**config.mk**
```make
export PLATFORM = sky130hd
export DESIGN_NAME = ft2232_fifo_master
export DESIGN_NICKNAME = d
export VERILOG_FILES = /design/src/rtl/ft2232_fifo_master.sv
export SDC_FILE = /design/constraint.sdc
export NUM_CORES = 1
export LEC_CHECK = 0
export CAP_MARGIN = 20
export CORE_MARGIN = 5
export CORE_UTILIZATION = 35
export DETAILED_ROUTE_END_ITERATION = 7
export GPL_ROUTABILITY_DRIVEN = 0
export HOLD_SLACK_MARGIN = 0.1
export PLACE_DENSITY = 0.64
export SYNTH_ARGS = -nofsm -noshare
export SYNTH_HDL_FRONTEND = slang
export SYNTH_SLANG_ARGS = --single-unit
```
**constraint.sdc**
```tcl
create_clock -name clk -period 4.64 [get_ports clk]
set_clock_uncertainty 0.1 [all_clocks]
set_input_delay 0.928 -clock clk [delete_from_list [all_inputs] [get_ports clk]]
set_output_delay 0.928 -clock clk [all_outputs]
set_load 0.01 [all_outputs]
```
**src/rtl/ft2232_fifo_master.sv**
```systemverilog
// ft2232_fifo_master: FPGA-side master for the FT2232H asynchronous 245-FIFO interface
module ft2232_fifo_master #(
  parameter int DATA      = 8,
  parameter int RD_CYC    = 3,
  parameter int WR_SETUP  = 1,
  parameter int WR_CYC    = 3,
  parameter int PRECHARGE = 4
) (
  input  logic            clk,
  input  logic            rst,
  input  logic [DATA-1:0] DBUS_I,
  output logic [DATA-1:0] DBUS_O,
  output logic            DBUS_OE,
  input  logic            RXF,
  input  logic            TXE,
  output logic            RD,
  output logic            WR,
  output logic            SIWU,
  output logic [DATA-1:0] rx_data,
  output logic            rx_valid,
  input  logic            rx_ready,
  input  logic [DATA-1:0] tx_data,
  input  logic            tx_valid,
  output logic            tx_ready,
  input  logic            flush
);
  typedef enum logic [2:0] {IDLE, RD_LOW, WR_SET, WR_LOW, WR_HOLD, SIWU_LOW, RECOVER} state_t;
  localparam logic [7:0] RD_LAST  = 8'(RD_CYC - 1);
  localparam logic [7:0] SET_LAST = 8'(WR_SETUP - 1);
  localparam logic [7:0] WR_LAST  = 8'(WR_CYC - 1);
  localparam logic [7:0] PRE_LAST = 8'(PRECHARGE - 1);
  state_t     state;
  logic [7:0] cnt;
  logic       rxf_m, rxf_s, txe_m, txe_s, fav_rd, flush_pend;
  logic       rd_ok, wr_ok, go_rd, go_wr, go_siwu;
  // IDLE arbitration: alternate when both sides are eligible, flush only when nothing else is
  always_comb begin
    rd_ok   = !rxf_s && (!rx_valid || rx_ready);
    wr_ok   = !txe_s && tx_valid;
    go_rd   = state == IDLE && rd_ok && (fav_rd || !wr_ok);
    go_wr   = state == IDLE && wr_ok && !go_rd;
    go_siwu = state == IDLE && !rd_ok && !wr_ok && flush_pend;
  end
  assign tx_ready = go_wr;
  // flag synchronisers, RX holding register and the strobe sequencer
  always_ff @(posedge clk) begin
    if (rst) begin
      state      <= IDLE;
      cnt        <= '0;
      rxf_m      <= 1'b1;
      rxf_s      <= 1'b1;
      txe_m      <= 1'b1;
      txe_s      <= 1'b1;
      fav_rd     <= 1'b1;
      flush_pend <= 1'b0;
      RD         <= 1'b1;
      WR         <= 1'b1;
      SIWU       <= 1'b1;
      DBUS_OE    <= 1'b0;
      DBUS_O     <= '0;
      rx_data    <= '0;
      rx_valid   <= 1'b0;
    end else begin
      rxf_m <= RXF;
      rxf_s <= rxf_m;
      txe_m <= TXE;
      txe_s <= txe_m;
      if (rx_valid && rx_ready) rx_valid <= 1'b0;
      if (go_siwu) flush_pend <= 1'b0;
      if (flush) flush_pend <= 1'b1;
      cnt <= cnt + 8'd1;
      case (state)
        IDLE: begin
          cnt <= '0;
          if (go_rd || go_wr) fav_rd <= go_wr;
          if (go_rd) begin
            state <= RD_LOW;
            RD    <= 1'b0;
          end else if (go_wr) begin
            state   <= WR_SET;
            DBUS_O  <= tx_data;
            DBUS_OE <= 1'b1;
          end else if (go_siwu) begin
            state <= SIWU_LOW;
            SIWU  <= 1'b0;
          end
        end
        RD_LOW: if (cnt == RD_LAST) begin
          state    <= RECOVER;
          cnt      <= '0;
          RD       <= 1'b1;
          rx_data  <= DBUS_I;
          rx_valid <= 1'b1;
        end
        WR_SET: if (cnt == SET_LAST) begin
          state <= WR_LOW;
          cnt   <= '0;
          WR    <= 1'b0;
        end
        WR_LOW: if (cnt == WR_LAST) begin
          state <= WR_HOLD;
          cnt   <= '0;
          WR    <= 1'b1;
        end
        WR_HOLD: begin
          state   <= RECOVER;
          cnt     <= '0;
          DBUS_OE <= 1'b0;
        end
        SIWU_LOW: if (cnt == WR_LAST) begin
          state <= RECOVER;
          cnt   <= '0;
          SIWU  <= 1'b1;
        end
        RECOVER: if (cnt == PRE_LAST) begin
          state <= IDLE;
          cnt   <= '0;
        end
        default: begin
          state <= IDLE;
          cnt   <= '0;
        end
      endcase
    end
  end
endmodule

```
* After elaboration in Yosys (flattened, before gate mapping)
Cells that the tools add are included.
Operators by class: add/subtract/negate cells 1, multiply operators 0, divide/modulo/power cells 0, magnitude comparators 0, eq/ne operators 20, shifts and indexed selects 0, muxes and demuxes 28, bitwise gates (word level) 1, reduce and logical (&&, ||, !) cells 36
Operators with widths (count):
- 8-bit 2-to-1 mux | 3
- 8-bit one-hot mux with 3 select lines | 1
- 3-bit 2-to-1 mux | 7
- 2-bit != test, second input constant | 10
- 3-bit one-hot mux with 6 select lines | 1
- 8-bit by 2-bit == test with 1-bit output, second input constant | 2
- 1-bit 2-to-1 mux | 12
- 3-bit AND reduction | 4
- 1-bit logical AND | 10
- 5-bit AND reduction | 2
- 2-bit nonzero test | 5
- 3-bit == test, second input constant | 3
- 8-bit by 1-bit adder with 8-bit output, second input constant | 1
- 8-bit zero test | 1
- 1-bit one-hot mux with 2 select lines | 4
- 3-bit by 2-bit == test with 1-bit output, second input constant | 2
- 1-bit zero test | 6
- 4-bit != test, second input constant | 1
- 2-bit AND reduction | 2
- 3-bit by 1-bit == test with 1-bit output, second input constant | 1
- 3-bit zero test | 1
- 1-bit logical OR | 3
- 3-bit OR reduction | 1
- 2-bit by 1-bit != test with 1-bit output, second input constant | 1
- other kinds (2) | 2
Word-level totals: bits in registers 38, latch bits 0, RAM bits 0, ROM bits 0, input port bits 23, output and inout port bits 22, word-level logic and storage cells 101, memories 0

* Longest topological paths before layout
Gate-level depths: netlist of run 1.
depth in word-level cells 11, mapped depth 6, gate-level depth less buffers 6

* Worst setup path before layout of run 1
Ideal clock, no wire load.
path type input port to output port, start in rx_ready, end out tx_ready, arrival time 1.598 ns, data required time 3.612 ns, path slack 2.014 ns, stages 4, cells stage by stage nand2b_1 a211o_1 buf_2 inv_1
Between the ends: longest elaborated chain between the ends 6
RTL lines:
- start, declared | line 21 | input logic rx_ready,
- 1-bit logical OR | line 38 | rd_ok = !rxf_s && (!rx_valid || rx_ready);
- 1-bit logical AND | line 38
- 1-bit logical AND (2 in a row) | line 40 | go_rd = state == IDLE && rd_ok && (fav_rd || !wr_ok);
- 1-bit zero test | line 41 | go_wr = state == IDLE && wr_ok && !go_rd;
- 1-bit logical AND | line 41
- end, declared | line 24 | output logic tx_ready,
No other way between the ends.

* Final worst setup path of run 1
start in tx_valid, end out tx_ready
Between the ends: longest elaborated chain between the ends 6, elaborated cells on any way between the ends 7, those cells by class reduce/logical: 7
RTL lines:
- start, declared | line 23 | input logic tx_valid,
- 1-bit logical AND * | line 39 | wr_ok = !txe_s && tx_valid;
- 1-bit zero test | line 40
- 1-bit logical OR | line 40
- 1-bit logical AND | line 40
- 1-bit zero test | line 41
- 1-bit logical AND * | line 41
Every way passes the cells marked *; elsewhere a longest branch is shown, timed or not.

==> impl_results.md, run 1 <==
- Die outline height: 79.3 µm
- Final layout net count: 246
- Pin count of the biggest net entering global routing: 24
- Termination of the worst setup path: tx_ready
- Pins Over Slew Limit: 0
- Buffer levels on the longest clock path: 2
- Primary FF master, synth: sky130_fd_sc_hd__dfxtp_1
- Final design instance area without fill: 2290 µm²
- Total of flip-flops plus latches after synthesis: 38
- Count of routing violations after the opening detailed-route iteration: 38
- Post-detailed-route DRC marker count: 0
- Capture point of the worst reg-to-reg path: cnt[7]$_SDFF_PP0_
- Total iterations of the first detailed-routing run: 4
- FF-to-FF path depth: 6
- CTS buffer count: 5
- Worst-case register-to-register setup slack: 2720 ps
- Fraction of synthesized cell area taken by the top area cell type: about 45%
- Peak clock frequency supported by timing: 0.276 GHz
- Fraction of the yosys area taken by sequential cells: ~45%
- Total die area: 6290 µm²
- Peak per-stage delay on the critical path: 530 ps
- Startpoint-to-endpoint class of the critical path: primary input to output port
- Power share of the combinational group: 22.7%
- Via density per instance: 4.86
- Status: finished, final reports clean
- Final-layout setup total negative slack: 0 ps
- Width of the die: a little under 80 µm
- Portion of total power attributed to sequential cells: 45.9%
- Row count: 25
- Clock share of power: 31.5%
- Most numerous cell types in the synthesized netlist: sky130_fd_sc_hd__dfxtp_1 (38), sky130_fd_sc_hd__nor2_1 (22), sky130_fd_sc_hd__nand2b_1 (20)
- Max IR drop VDD: roughly 0.16 mV
- Fin. Hold Viols: 0
- Final Core Density: about half
- Power density normalized to cell area: 371 nW/µm²
- Period utilisation layout: 78.0%
- Library cell with the largest summed area after synthesis: sky130_fd_sc_hd__dfxtp_1
- Sw Ratio: 27.4%
- Starting density of the core: a little over a third
- Final setup fails: 0
- Total number of vias: between 1000 and 1500
- Ratio of cells with drive above 1 in the final layout: 7.69%
- Sink count of the clock tree: 38
- Required @ worst endpoint: ~3600 ps
- Post-cts repair resize count: 0
- Hold Path Class: flop to flop
- Number of setup buffers added after CTS: 0
- Most area-consuming cells after synthesis: sky130_fd_sc_hd__dfxtp_1 (45%), sky130_fd_sc_hd__mux2i_1 (9.5%), sky130_fd_sc_hd__nand2b_1 (7.4%)
- Leftover overflow at the end of global routing: 0
- Net Switching: 233 µW
- Number of cells on the critical path: 5
- Library cell with the highest instance count after synthesis: sky130_fd_sc_hd__dfxtp_1
- Yosys warning count: 0
- Final HPWL from detailed placement: 2.48 mm
- Global-route wire length before repair: between 5 and 6 mm
- Via count of the first global-routing pass: 1268
- Crit path arrival time: 2590 ps
- Dominant delay contributor by cell family on the critical path: buffers and inverters
- Crit end category: output port
- Type of element launching the critical path: primary input
- Cell mode on critical path: sky130_fd_sc_hd__clkdlybuf4s50_1
- CTS tree: built
- IO buf count: 44
- Cell type of the slowest stage on the worst timing path: sky130_fd_sc_hd__clkdlybuf4s50_1
- Initial antenna violation count: 0
- Buffers & Inverters on Critical Path: 3
- Cell chain of the critical path: clkdlybuf4s50_1 -> nand2b_1 -> a211o_1 -> inv_1 -> clkdlybuf4s50_1
- Crit path time final: about 3600 ps
- Root buffer selected by CTS: sky130_fd_sc_hd__clkbuf_8
- Launch point of the worst reg-to-reg path: cnt[0]$_SDFF_PP0_
- Startpoint of the most critical setup path: tx_valid
- Worst skew pair latency: around 280 ps
- Layout area overhead: 36.5%
- Share of flip-flops with an asynchronous set or reset: 0%
- Placed cell areas: roughly 2200 µm²
- WL per Instance: 12.5 µm
- Number of hold-repair buffers added at the cts stage: 0
- Overall Global Routing Usage: about an eighth
- Count of flip-flops with a built-in enable after synthesis: 0
- Synthesized netlist cell count: 175
- Ports placed on the boundary: 45
- Synth Area per Inst: between 9 and 10 µm²
- Total Wirelength: 3.44 mm
- Clk pin slew, worst setup/hold paths: ~70 ps
- Worst-path fanout max: 9
- Maximum level of the CTS H-tree: 2
- RSZ-0062 raised after global routing: no
- Post-synthesis net count: 201
- Combined area of all synthesized cells: about 1700 µm²
- Total leakage power: 0.000881 µW
- Worst Tran Pin Value: 632 ps
- Normalized max-slew margin: 57.7%
- Cell-internal power: 617 µW
- Library cells used by synthesis: 41
- Final antenna-violating net count: 0
- Final antenna diode count: 0
- Core area: 4690 µm²
- Max cap viols: 0
-- kinds of logic after synthesis --
| kind of cell | share of synthesized area [%] |
|---|---|
| AOI/OAI and AO/OA | 12.4 |
| DFF | 45.2 |
| adders and majority gates | 2.23 |
| and+or+nand+nor | 23.5 |
| xor gates and xnor gates | 3.12 |
| buffers and inverters | 3.27 |
| muxes | 10.2 |
-- layout by cell type (no fill, tap or decap), types with 2 or more instances in the layout --
cell type / netlist / final
sky130_fd_sc_hd__mux2i_1: 16 / 16
sky130_fd_sc_hd__nand3_1: 7 / 7
sky130_fd_sc_hd__nand2b_1: 20 / 20
sky130_fd_sc_hd__nor3_1: 2 / 2
sky130_fd_sc_hd__or2_2: 5 / 5
sky130_fd_sc_hd__a41o_1: 2 / 2
sky130_fd_sc_hd__or3_1: 2 / 2
sky130_fd_sc_hd__dfxtp_1: 38 / 38
sky130_fd_sc_hd__ha_1: 3 / 3
sky130_fd_sc_hd__a31oi_1: 2 / 2
sky130_fd_sc_hd__a221o_1: 3 / 3
sky130_fd_sc_hd__o21ai_0: 2 / 2
sky130_fd_sc_hd__xor2_1: 5 / 5
sky130_fd_sc_hd__nor2_1: 22 / 22
sky130_fd_sc_hd__clkbuf_1: 5 / 2
sky130_fd_sc_hd__o211ai_1: 3 / 3
sky130_fd_sc_hd__and3_1: 2 / 2
sky130_fd_sc_hd__clkbuf_8: 0 / 5
sky130_fd_sc_hd__a21oi_1: 5 / 5
sky130_fd_sc_hd__clkdlybuf4s50_1: 0 / 44
sky130_fd_sc_hd__nand2_1: 2 / 2
sky130_fd_sc_hd__inv_1: 5 / 5
sky130_fd_sc_hd__nor2b_1: 2 / 2
sky130_fd_sc_hd__and2_1: 2 / 2
-- metrics by stage --
step / setup WS [ps] / hold slack (ps) / instances / total power [µW]
final: 1020 / 311 / 275 / 850
after global routing: 936 / 332 / 275 / 914
after CTS: 1010 / 313 / 275 / 864
after detailed placement: 1010 / 296 / 267 / 591
after global placement: 1020 / 295 / 266 / 589
after floorplan: 2010 / 289 / 175 / 521
-- power groups by stage --
stage | sequential (µW) | combinational (µW) | clock, µW
finish | 390 | 193 | 268
floorplan | 383 | 138 | 0
detailed placement | 397 | 193 | 0
CTS | 390 | 195 | 279
global placement | 397 | 191 | 0
global route | 399 | 218 | 297
-- layout make-up --
class	instances	area, µm²
fill	480	2400
multi-input combinational	124	866
sequential	38	761
timing repair buffer	46	475
clock buffer	7	76.3
tap	54	67.6
clock inverter	1	30.0
inverter	5	18.8
-- sequential cells by signal, summed over array words and instances, names as in the netlist, 3 cells and up --
signal   count
DBUS_O       8
state        3
rx_data      8
cnt          8
-- worst min-delay path by stage --
stage,start,to,slack (ps),depth (start not counted)
after floorplan,rxf_m$_SDFF_PP1_,rxf_s$_SDFF_PP1_,290,1
after global placement,txe_m$_SDFF_PP1_,txe_s$_SDFF_PP1_,290,1
after detailed placement,rxf_m$_SDFF_PP1_,rxf_s$_SDFF_PP1_,300,1
after CTS,rxf_m$_SDFF_PP1_,rxf_s$_SDFF_PP1_,310,1
after global routing,txe_m$_SDFF_PP1_,txe_s$_SDFF_PP1_,330,1
final,rxf_m$_SDFF_PP1_,rxf_s$_SDFF_PP1_,310,1
-- metal layers --
layer  GRT usage (%)  share of wire [%]  vias up
li1                -                  -      701
met1            15.6                 48      600
met2            18.1                 46       29
met3            3.97                4.9        6
met4            4.64                1.5        0
met5               0                  0        -
Power figures use the tool's default switching activity.
==> run 2: changes to the inputs <==
- PLACE_DENSITY: 0.64 -> 0.66
- clock period: 4.64 -> 3.27 ns (I/O delays scaled with it)
==> impl_results.md, run 2 (same netlist as run 1, synthesis figures left out) <==
- Crit path time final: 2880 ps
- Number of hold-repair buffers added at the cts stage: 0
- Global-route wire length before repair: 5.88 mm
- Launch point of the worst reg-to-reg path: cnt[0]$_SDFF_PP0_
- GR Util met3: 4.42%
- Via count of the first global-routing pass: 1272
- Final-layout setup total negative slack: 0 ps
- Sw Ratio: 30.1%
- Core area: ~4700 µm²
- Power density normalized to cell area: 500 nW/µm²
- RSZ-0062 raised after global routing: no
- Registers with the most flip-flops: DBUS_O: 8 flops, cnt: 8 flops, rx_data: 8 flops
- Period utilisation layout: 88.2%
- Row count: 25
- Final design instance area without fill: around 2300 µm²
- Cell mode on critical path: sky130_fd_sc_hd__clkdlybuf4s50_1
- Final antenna-violating net count: 0
- Portion of total power attributed to sequential cells: about half
- CTS buffer count: 5
- Sink count of the clock tree: 38
- Via density per instance: 4.93
- Required @ worst endpoint: about 2500 ps
- Starting density of the core: a little over a third
- Crit path arrival time: 2130 ps
- Number of setup buffers added after CTS: 0
- Routing usage on met2: 17.1%
- Worst skew pair latency: 290 ps
- Termination of the worst setup path: tx_ready
- Peak clock frequency supported by timing: between 0.3 and 0.4 GHz
- Met1 demand-to-capacity share in global routing: roughly 16%
- Buffers & Inverters on Critical Path: 3
- Initial antenna violation count: 0
- Cell type of the slowest stage on the worst timing path: sky130_fd_sc_hd__clkdlybuf4s50_1
- Peak per-stage delay on the critical path: 530 ps
- Total Wirelength: 3.52 mm
- Maximum level of the CTS H-tree: 2
- Final layout net count: 247
- Die outline height: 79.3 µm
- Total leakage power: 0.000869 µW
- Net Switching: 339 µW
- Post-cts repair resize count: 0
- Total iterations of the first detailed-routing run: 4
- Normalized max-slew margin: around 41%
- WL per Instance: 12.8 µm
- Fin. Hold Viols: 0
- Dominant delay contributor by cell family on the critical path: buffers and inverters
- Startpoint-to-endpoint class of the critical path: primary input to output port
- Cell chain of the critical path: clkdlybuf4s50_1 -> nand2b_1 -> a211o_1 -> inv_1 -> clkdlybuf4s50_1
- Final HPWL from detailed placement: 2.52 mm
- Status: finished, final reports clean
- Pin count of the biggest net entering global routing: 33
- Ratio of cells with drive above 1 in the final layout: under 10%
- Leftover overflow at the end of global routing: 0
- Post-detailed-route DRC marker count: 0
- Final setup fails: 0
- GR peak layer: met2
- FF-to-FF path depth: 6
- Max IR drop VDD: 0.184 mV
- Capture point of the worst reg-to-reg path: cnt[2]$_SDFF_PP0_
- IO buf count: 44
- Placed cell areas: 2180 µm²
- Most frequent cells in the layout: sky130_fd_sc_hd__clkdlybuf4s50_1 (44), sky130_fd_sc_hd__dfxtp_1 (38), sky130_fd_sc_hd__nor2_1 (22)
- Leading cell type in the layout, fill and taps excluded: sky130_fd_sc_hd__clkdlybuf4s50_1
- Root buffer selected by CTS: sky130_fd_sc_hd__clkbuf_8
- Clk pin slew, worst setup/hold paths: 70 ps
- Buffer levels on the longest clock path: 2
- Clock share of power: 26.6%
- Type of element launching the critical path: primary input
- Ports placed on the boundary: 45
- Worst-case register-to-register setup slack: 1340 ps
- Total die area: 6290 µm²
- Number of cells on the critical path: 5
- Cell-internal power: 789 µW
- Width of the die: 79.3 µm
- Worst-path fanout max: 6
- Hold Path Class: flop to flop
- Overall Global Routing Usage: 11.9%
- Worst Tran Pin Value: a little under 900 ps
- Count of routing violations after the opening detailed-route iteration: 53
- Total number of vias: 1355
- Power share of the combinational group: 24.4%
- Layout area overhead: 34.1%
- Max cap viols: 0
- Pins Over Slew Limit: 0
- CTS tree: built
- Final antenna diode count: 0
- Crit end category: output port
- Startpoint of the most critical setup path: tx_valid
run 2: changes by cell type in the layout (fill, tap and decap cells not counted):
cell	before	now
sky130_fd_sc_hd__clkbuf_1	2	0
sky130_fd_sc_hd__bufinv_16	1	0
sky130_fd_sc_hd__buf_4	1	3
sky130_fd_sc_hd__clkinv_2	0	2
sky130_fd_sc_hd__buf_16	1	0
run 2: how the worst min path moves through the flow:
stage                                 from                to  slack (ps)  cells past startpoint
after floorplan           rxf_m$_SDFF_PP1_  rxf_s$_SDFF_PP1_         290                      1
after global placement    txe_m$_SDFF_PP1_  txe_s$_SDFF_PP1_         290                      1
after detailed placement  rxf_m$_SDFF_PP1_  rxf_s$_SDFF_PP1_         290                      1
after CTS                 rxf_m$_SDFF_PP1_  rxf_s$_SDFF_PP1_         310                      1
after global routing      txe_m$_SDFF_PP1_  txe_s$_SDFF_PP1_         340                      1
final                     rxf_m$_SDFF_PP1_  rxf_s$_SDFF_PP1_         310                      1
run 2: per-layer routing:
layer / part of all wire (%) / vias up
met5: 0 / -
met4: 1.8 / 0
met3: 5.3 / 7
met2: 44 / 29
met1: 49 / 619
li1: - / 700
run 2: power by group through the flow:
stage	Combinational (µW)	Sequential (µW)	Clock, µW
floorplan	196	544	0
global placement	275	562	0
detailed placement	275	562	0
CTS	278	552	310
global route	310	561	333
finish	275	553	300
run 2: layout make-up:
cell class	instances	area, µm²
Clock buffer	5	68.8
Clock inverter	2	10.0
Fill cell	475	2440
Inverter	5	18.8
Multi-Input combinational cell	124	866
Sequential cell	38	761
Tap cell	54	67.6
Timing Repair Buffer	47	463
run 2: per-stage QoR:
stage | instances | total power (µW) | util, % | setup WS, ps | hold slack [ps]
3_3_place_gp | 268 | 837 | 46.4 | 394 | 293
2_1_floorplan | 175 | 740 | - | 1190 | 289
3_5_place_dp | 268 | 836 | 46.4 | 383 | 293
4_1_cts | 275 | 1140 | 48.1 | 370 | 310
6_report | 275 | 1130 | 48.1 | 386 | 310
5_1_grt | 275 | 1200 | 48.1 | 298 | 340
run 2: worst register-to-register path, cell delays in order, from the launching register on:
cell                      delay, ps
sky130_fd_sc_hd__dfxtp_1        410
sky130_fd_sc_hd__inv_1           90
sky130_fd_sc_hd__ha_1           210
sky130_fd_sc_hd__mux2_2         260
sky130_fd_sc_hd__o32a_1         360
sky130_fd_sc_hd__a21o_1         300
sky130_fd_sc_hd__nor2_1         130
